--- src/rtl/uart_rx_decoder.sv ---
// 8N1 UART receiver: 2-flop synchronizer, bit-timing FSM and small output FIFO.
// Optional end-of-test detection enabled by defining UART_RX_EOT_DETECT_EN.
module uart_rx_decoder #(
  parameter int         CLKS_PER_BIT = 434,
  parameter int         FIFO_DEPTH   = 4,
  parameter logic [7:0] EOT_CHAR     = 8'h04
) (
  input  logic       clock,
  input  logic       reset,
  input  logic       rxd,
  output logic       out_valid,
  output logic [7:0] out_data,
  input  logic       out_ready,
  output logic       frame_err,
  output logic       overrun,
  output logic       sim_end
);

  localparam int CW = $clog2(CLKS_PER_BIT);
  localparam int AW = $clog2(FIFO_DEPTH);
  localparam logic [CW-1:0] HALF_M1 = CW'(CLKS_PER_BIT / 2 - 1);
  localparam logic [CW-1:0] FULL_M1 = CW'(CLKS_PER_BIT - 1);
  localparam logic [AW:0]   DEPTH_C = (AW + 1)'(FIFO_DEPTH);

  typedef enum logic [2:0] {IDLE, START, DATA, STOP, WAIT_HIGH} state_t;

  state_t        state, state_nxt;
  logic          rx_meta, rxs;
  logic [CW-1:0] cnt;
  logic [2:0]    bit_idx;
  logic [7:0]    shreg;
  logic          cnt_clr, shift_en, push_req, ferr_set;

  always_comb begin
    state_nxt = state;
    cnt_clr   = 1'b0;
    shift_en  = 1'b0;
    push_req  = 1'b0;
    ferr_set  = 1'b0;
    case (state)
      IDLE: if (!rxs) begin
        state_nxt = START;
        cnt_clr   = 1'b1;
      end
      START: if (cnt == HALF_M1) begin
        cnt_clr   = 1'b1;
        state_nxt = rxs ? IDLE : DATA;
      end
      DATA: if (cnt == FULL_M1) begin
        cnt_clr  = 1'b1;
        shift_en = 1'b1;
        if (bit_idx == 3'd7) state_nxt = STOP;
      end
      STOP: if (cnt == FULL_M1) begin
        cnt_clr = 1'b1;
        if (rxs) begin
          push_req  = 1'b1;
          state_nxt = IDLE;
        end else begin
          ferr_set  = 1'b1;
          state_nxt = WAIT_HIGH;
        end
      end
      WAIT_HIGH: if (rxs) state_nxt = IDLE;
      default: state_nxt = IDLE;
    endcase
  end

  always_ff @(posedge clock) begin
    if (reset) begin
      state     <= IDLE;
      rx_meta   <= 1'b1;
      rxs       <= 1'b1;
      cnt       <= '0;
      bit_idx   <= '0;
      shreg     <= '0;
      frame_err <= 1'b0;
    end else begin
      state     <= state_nxt;
      rx_meta   <= rxd;
      rxs       <= rx_meta;
      cnt       <= cnt_clr ? '0 : cnt + 1'b1;
      frame_err <= ferr_set;
      if (state == START) bit_idx <= '0;
      if (shift_en) begin
        shreg   <= {rxs, shreg[7:1]};
        bit_idx <= bit_idx + 1'b1;
      end
    end
  end

  // Output FIFO; a push into a full FIFO is still taken when a pop frees a slot this cycle.
  logic [7:0]    mem [FIFO_DEPTH];
  logic [AW-1:0] wr_ptr, rd_ptr;
  logic [AW:0]   count;
  logic          pop, full, push;

  assign pop       = out_valid & out_ready;
  assign full      = (count == DEPTH_C);
  assign push      = push_req & (~full | pop);
  assign out_valid = (count != '0);
  assign out_data  = out_valid ? mem[rd_ptr] : 8'h00;

  always_ff @(posedge clock) begin
    if (push) mem[wr_ptr] <= shreg;
  end

  always_ff @(posedge clock) begin
    if (reset) begin
      wr_ptr  <= '0;
      rd_ptr  <= '0;
      count   <= '0;
      overrun <= 1'b0;
    end else begin
      if (push) wr_ptr <= wr_ptr + 1'b1;
      if (pop)  rd_ptr <= rd_ptr + 1'b1;
      case ({push, pop})
        2'b10:   count <= count + 1'b1;
        2'b01:   count <= count - 1'b1;
        default: count <= count;
      endcase
      if (push_req & full & ~pop) overrun <= 1'b1;
    end
  end

`ifdef UART_RX_EOT_DETECT_EN
  // Set on any well-framed EOT byte, even one dropped by overrun.
  logic sim_end_q;
  always_ff @(posedge clock) begin
    if (reset)                              sim_end_q <= 1'b0;
    else if (push_req && shreg == EOT_CHAR) sim_end_q <= 1'b1;
  end
  assign sim_end = sim_end_q;
`else
  logic unused_eot;
  assign unused_eot = ^EOT_CHAR;
  assign sim_end    = 1'b0;
`endif

endmodule

--- config.mk ---
export PLATFORM = sky130hd
export DESIGN_NAME = uart_rx_decoder
export DESIGN_NICKNAME = d
export VERILOG_FILES = /design/src/rtl/uart_rx_decoder.sv
export SDC_FILE = /design/constraint.sdc
export NUM_CORES = 1
export LEC_CHECK = 0
export ABC_AREA = 1
export BUFFER_PORTS_ARGS = -buffer_cell sky130_fd_sc_hd__buf_2
export CAP_MARGIN = 20
export CORE_UTILIZATION = 55
export DETAILED_ROUTE_END_ITERATION = 6
export HOLD_SLACK_MARGIN = 0.15
export PLACE_DENSITY = 0.73
export SYNTH_ARGS = -nofsm -noshare
export SYNTH_HDL_FRONTEND = slang
export SYNTH_SLANG_ARGS = --single-unit
--- constraint.sdc ---
create_clock -name clock -period 2.8 [get_ports clock]
set_input_delay 0.42 -clock clock [delete_from_list [all_inputs] [get_ports clock]]
set_output_delay 0.42 -clock clock [all_outputs]
set_load 0.01 [all_outputs]
==> results.cfg <==
[cts]
postCtsHoldBufs = 0
path_clk_slew_ns = 0.07
post_cts_resized = 0
tritoncts = built
cts.sinks = 68
cts_buffers = 9
max-clock-path-buffers = 2
htree_levels = 3
insertion_delay_ns = 0.35
postCtsSetupRepairBufs = 0
root_buffer = clkbuf_8

[grt]
antenna_found_initial = 0
grt_max_degree = 18
grt_pass1_wl_um = 8560
track_usage_pct = 21.1
grt_pass1_vias = 1950
overflow = 0

[cells_and_area]
syn_to_final_growth_pct = 12.0
fin_cells = 412
finalNetCount = 351
num_antenna_cells = 0
drive_above_1_share_pct = 13.7
design_area_sq_mm = 0.00331
fillCellCount = 444

[yosys]
synth.distinct_cells = 35
ys_seq_area_share_pct = 56.9
synth_edf_count = 32
syn_area_sq_mm = 0.00296
ys_top_cells_by_area = edfxtp_1, dfxtp_1, nor2_1
synthArstFlopShare_pct = 0
synthAdderAreaFrac_pct = 4.49
muxShareOfSynthArea_pct = 0
synth-compound-area-share_pct = 10.1
synth.most_common_cell = nor2_1
synthXorXnorAreaFrac_pct = 2.07
ys.flop_type = dfxtp_1
yosysTopAreaCellShare_pct = 32.5
yosysWarnings = 0
ys_seq_elements = 68
avgSynthCellArea_sq_um = 9.21
ys_top_cells_by_count = nor2_1, dfxtp_1, edfxtp_1, nand2_1
synth.net_count = 335
syn_inst = 321
synth_top_family_by_area = simple AND/OR/NAND/NOR gates
netlist.top_cell.by_area = edfxtp_1
yosys.area_share.simple_pct = 20.3

[timing]
setup_ws_ns = 0.460
min_period_over_period_pct = 83.6
drv_slew = 0
relSlewSlack_pct = 54.2
rsz0062_at_grt = false
fmax_ghz = 0.427
final.min_clock_period_ns = 2.34
setup_tns_ns = 0
setup_viol = 0
clock_skew_ns = 0.0115
tightest_slew_ns = 0.685
hold_viol = 0

[floorplanning]
io_pins = 16
die_area_sq_mm = 0.00567
fp.coreArea_sq_mm = 0.00514
fp.dieH_um = 75.3
initial_core_util_pct = 57.5
rows = 26
die_w_um = 75.3

[setup_path]
crit_arrival_ns = 1.92
max_stage_delay_ns = 0.72
worstPathCellList = inv_2, o21ai_0, a21oi_1, buf_2
path_max_fanout = 17
critical_path_class = flip-flop to output pin
crit_buf_inv = 2
cp_slowest_cell = dfxtp_1
end_kind = output pin
crit_required_ns = 2.38
cp-start-kind = flip-flop
reg2reg_slack_ns = 0.72
cp_top_family = flip-flops

[drt]
vias = 2108
highest_layer = met4
avgViaCountPerCell = 5.12
route.met2.wl_um = 2640
drtIter0Drc = 141
drc = 0
final_antenna_net_count = 0
wl_met1_um = 2350
dr.pass1.iters = 4
wirelength_um = 5300
wl_per_cell_um = 12.9
dr_wl_met3_um = 211

[placement]
dp_cells = 396
hpwl_um = 3650
place_area_sq_mm = 0.00306
gp_congestion = 0.925
portBuffers = 14
dp_slack_ns = 0.709

[run_status]
outcome = finished clean

[pwr]
ir_worst_vdd_uv = 426
seq_power_share_pct = 44.5
p_leak_uw = 0.00139
p_total_uw = 2560
cellInternalPower_uw = 1820
clkPwrFrac_pct = 38.4
p_sw_uw = 740
combPwrFrac_pct = 17.2
powerDensity_mw_per_mm2 = 772
p_sw_share_pct = 29.0

[worst_hold_path]
worstHoldPathType = input port to flip-flop

[flow_run]
cap_violations = 0
[cell usage in the layout (no fill, tap or decap), types with 2 or more instances in the layout]
cell,count
a21oi_1,23
nand2_1,32
bufinv_16,3
inv_1,29
clkinvlp_4,2
nor2_1,73
inv_2,3
xor2_1,6
nand2_2,4
buf_2,14
or2_2,2
a211oi_1,2
ha_1,9
clkbuf_8,9
dfxtp_1,36
nor2_4,3
edfxtp_1,32
nand4_1,2
o21ai_0,29
nand3_1,13
[worst paths after layout]
path,from,to,cells after the start
worst max-delay path,flip-flop,out_data[4],4
worst min-delay path,rxd,rx_meta,2
worst max register to register,cnt[0],count[2],10
worst min register to register,rx_meta,rxs,1
[area by class of cell]
type                       count  area (sq um)  area share (%)
sequential                    68          1680            50.8
tap                           70          87.6            2.65
multi-input combinational    210          1100            33.1
inverter                      34           129            3.89
clock buffer                   9           124            3.74
timing repair buffer          14          70.1            2.12
clock inverter                 7           123            3.70
[logic make-up after synthesis]
group	Yosys count
buf+inv	43
flops	68
xor+xnor	7
simple gates	135
other cells	1
compound gates	57
fa+ha+maj	10
[power groups by stage]
stage	clock network (uW)	logic, uW	registers, uW
global placement	0	429	1160
finish	980	439	1140
CTS	1000	440	1140
global route	1040	514	1150
detailed placement	0	436	1160
floorplan	0	351	1120
[worst register-to-register path: stages, from the launching register on]
cell      delay [ns]
dfxtp_1         0.40
ha_1            0.20
nand4_1         0.15
nor2_4          0.17
nand2_4         0.08
nand2_1         0.14
inv_1           0.07
fa_1            0.37
nand3b_1        0.19
a21oi_1         0.16
nor2_1          0.06
[routing by layer]
layer	global-route usage (%)	vias up
li1	-	1078
met2	35.1	42
met3	7.41	9
met1	24.3	979
met5	0	-
met4	10.3	0
[stage by stage]
step / util (%) / hold slack, ns
floorplan: - / 0.389
global placement: 59.6 / 0.393
detailed placement: 59.6 / 0.394
CTS: 64.4 / 0.239
global route: 64.4 / 0.236
finish: 64.4 / 0.259
[sequential cells by signal, summed over array words and instances (netlist names), named ones only]
register   cells
count          3
mem           32
wr_ptr         2
frame_err      1
state          3
bit_idx        3
rxs            1
overrun        1
cnt            9
shreg          8
rd_ptr         2
rx_meta        1
Note: power is estimated with default switching activity, not from simulation.
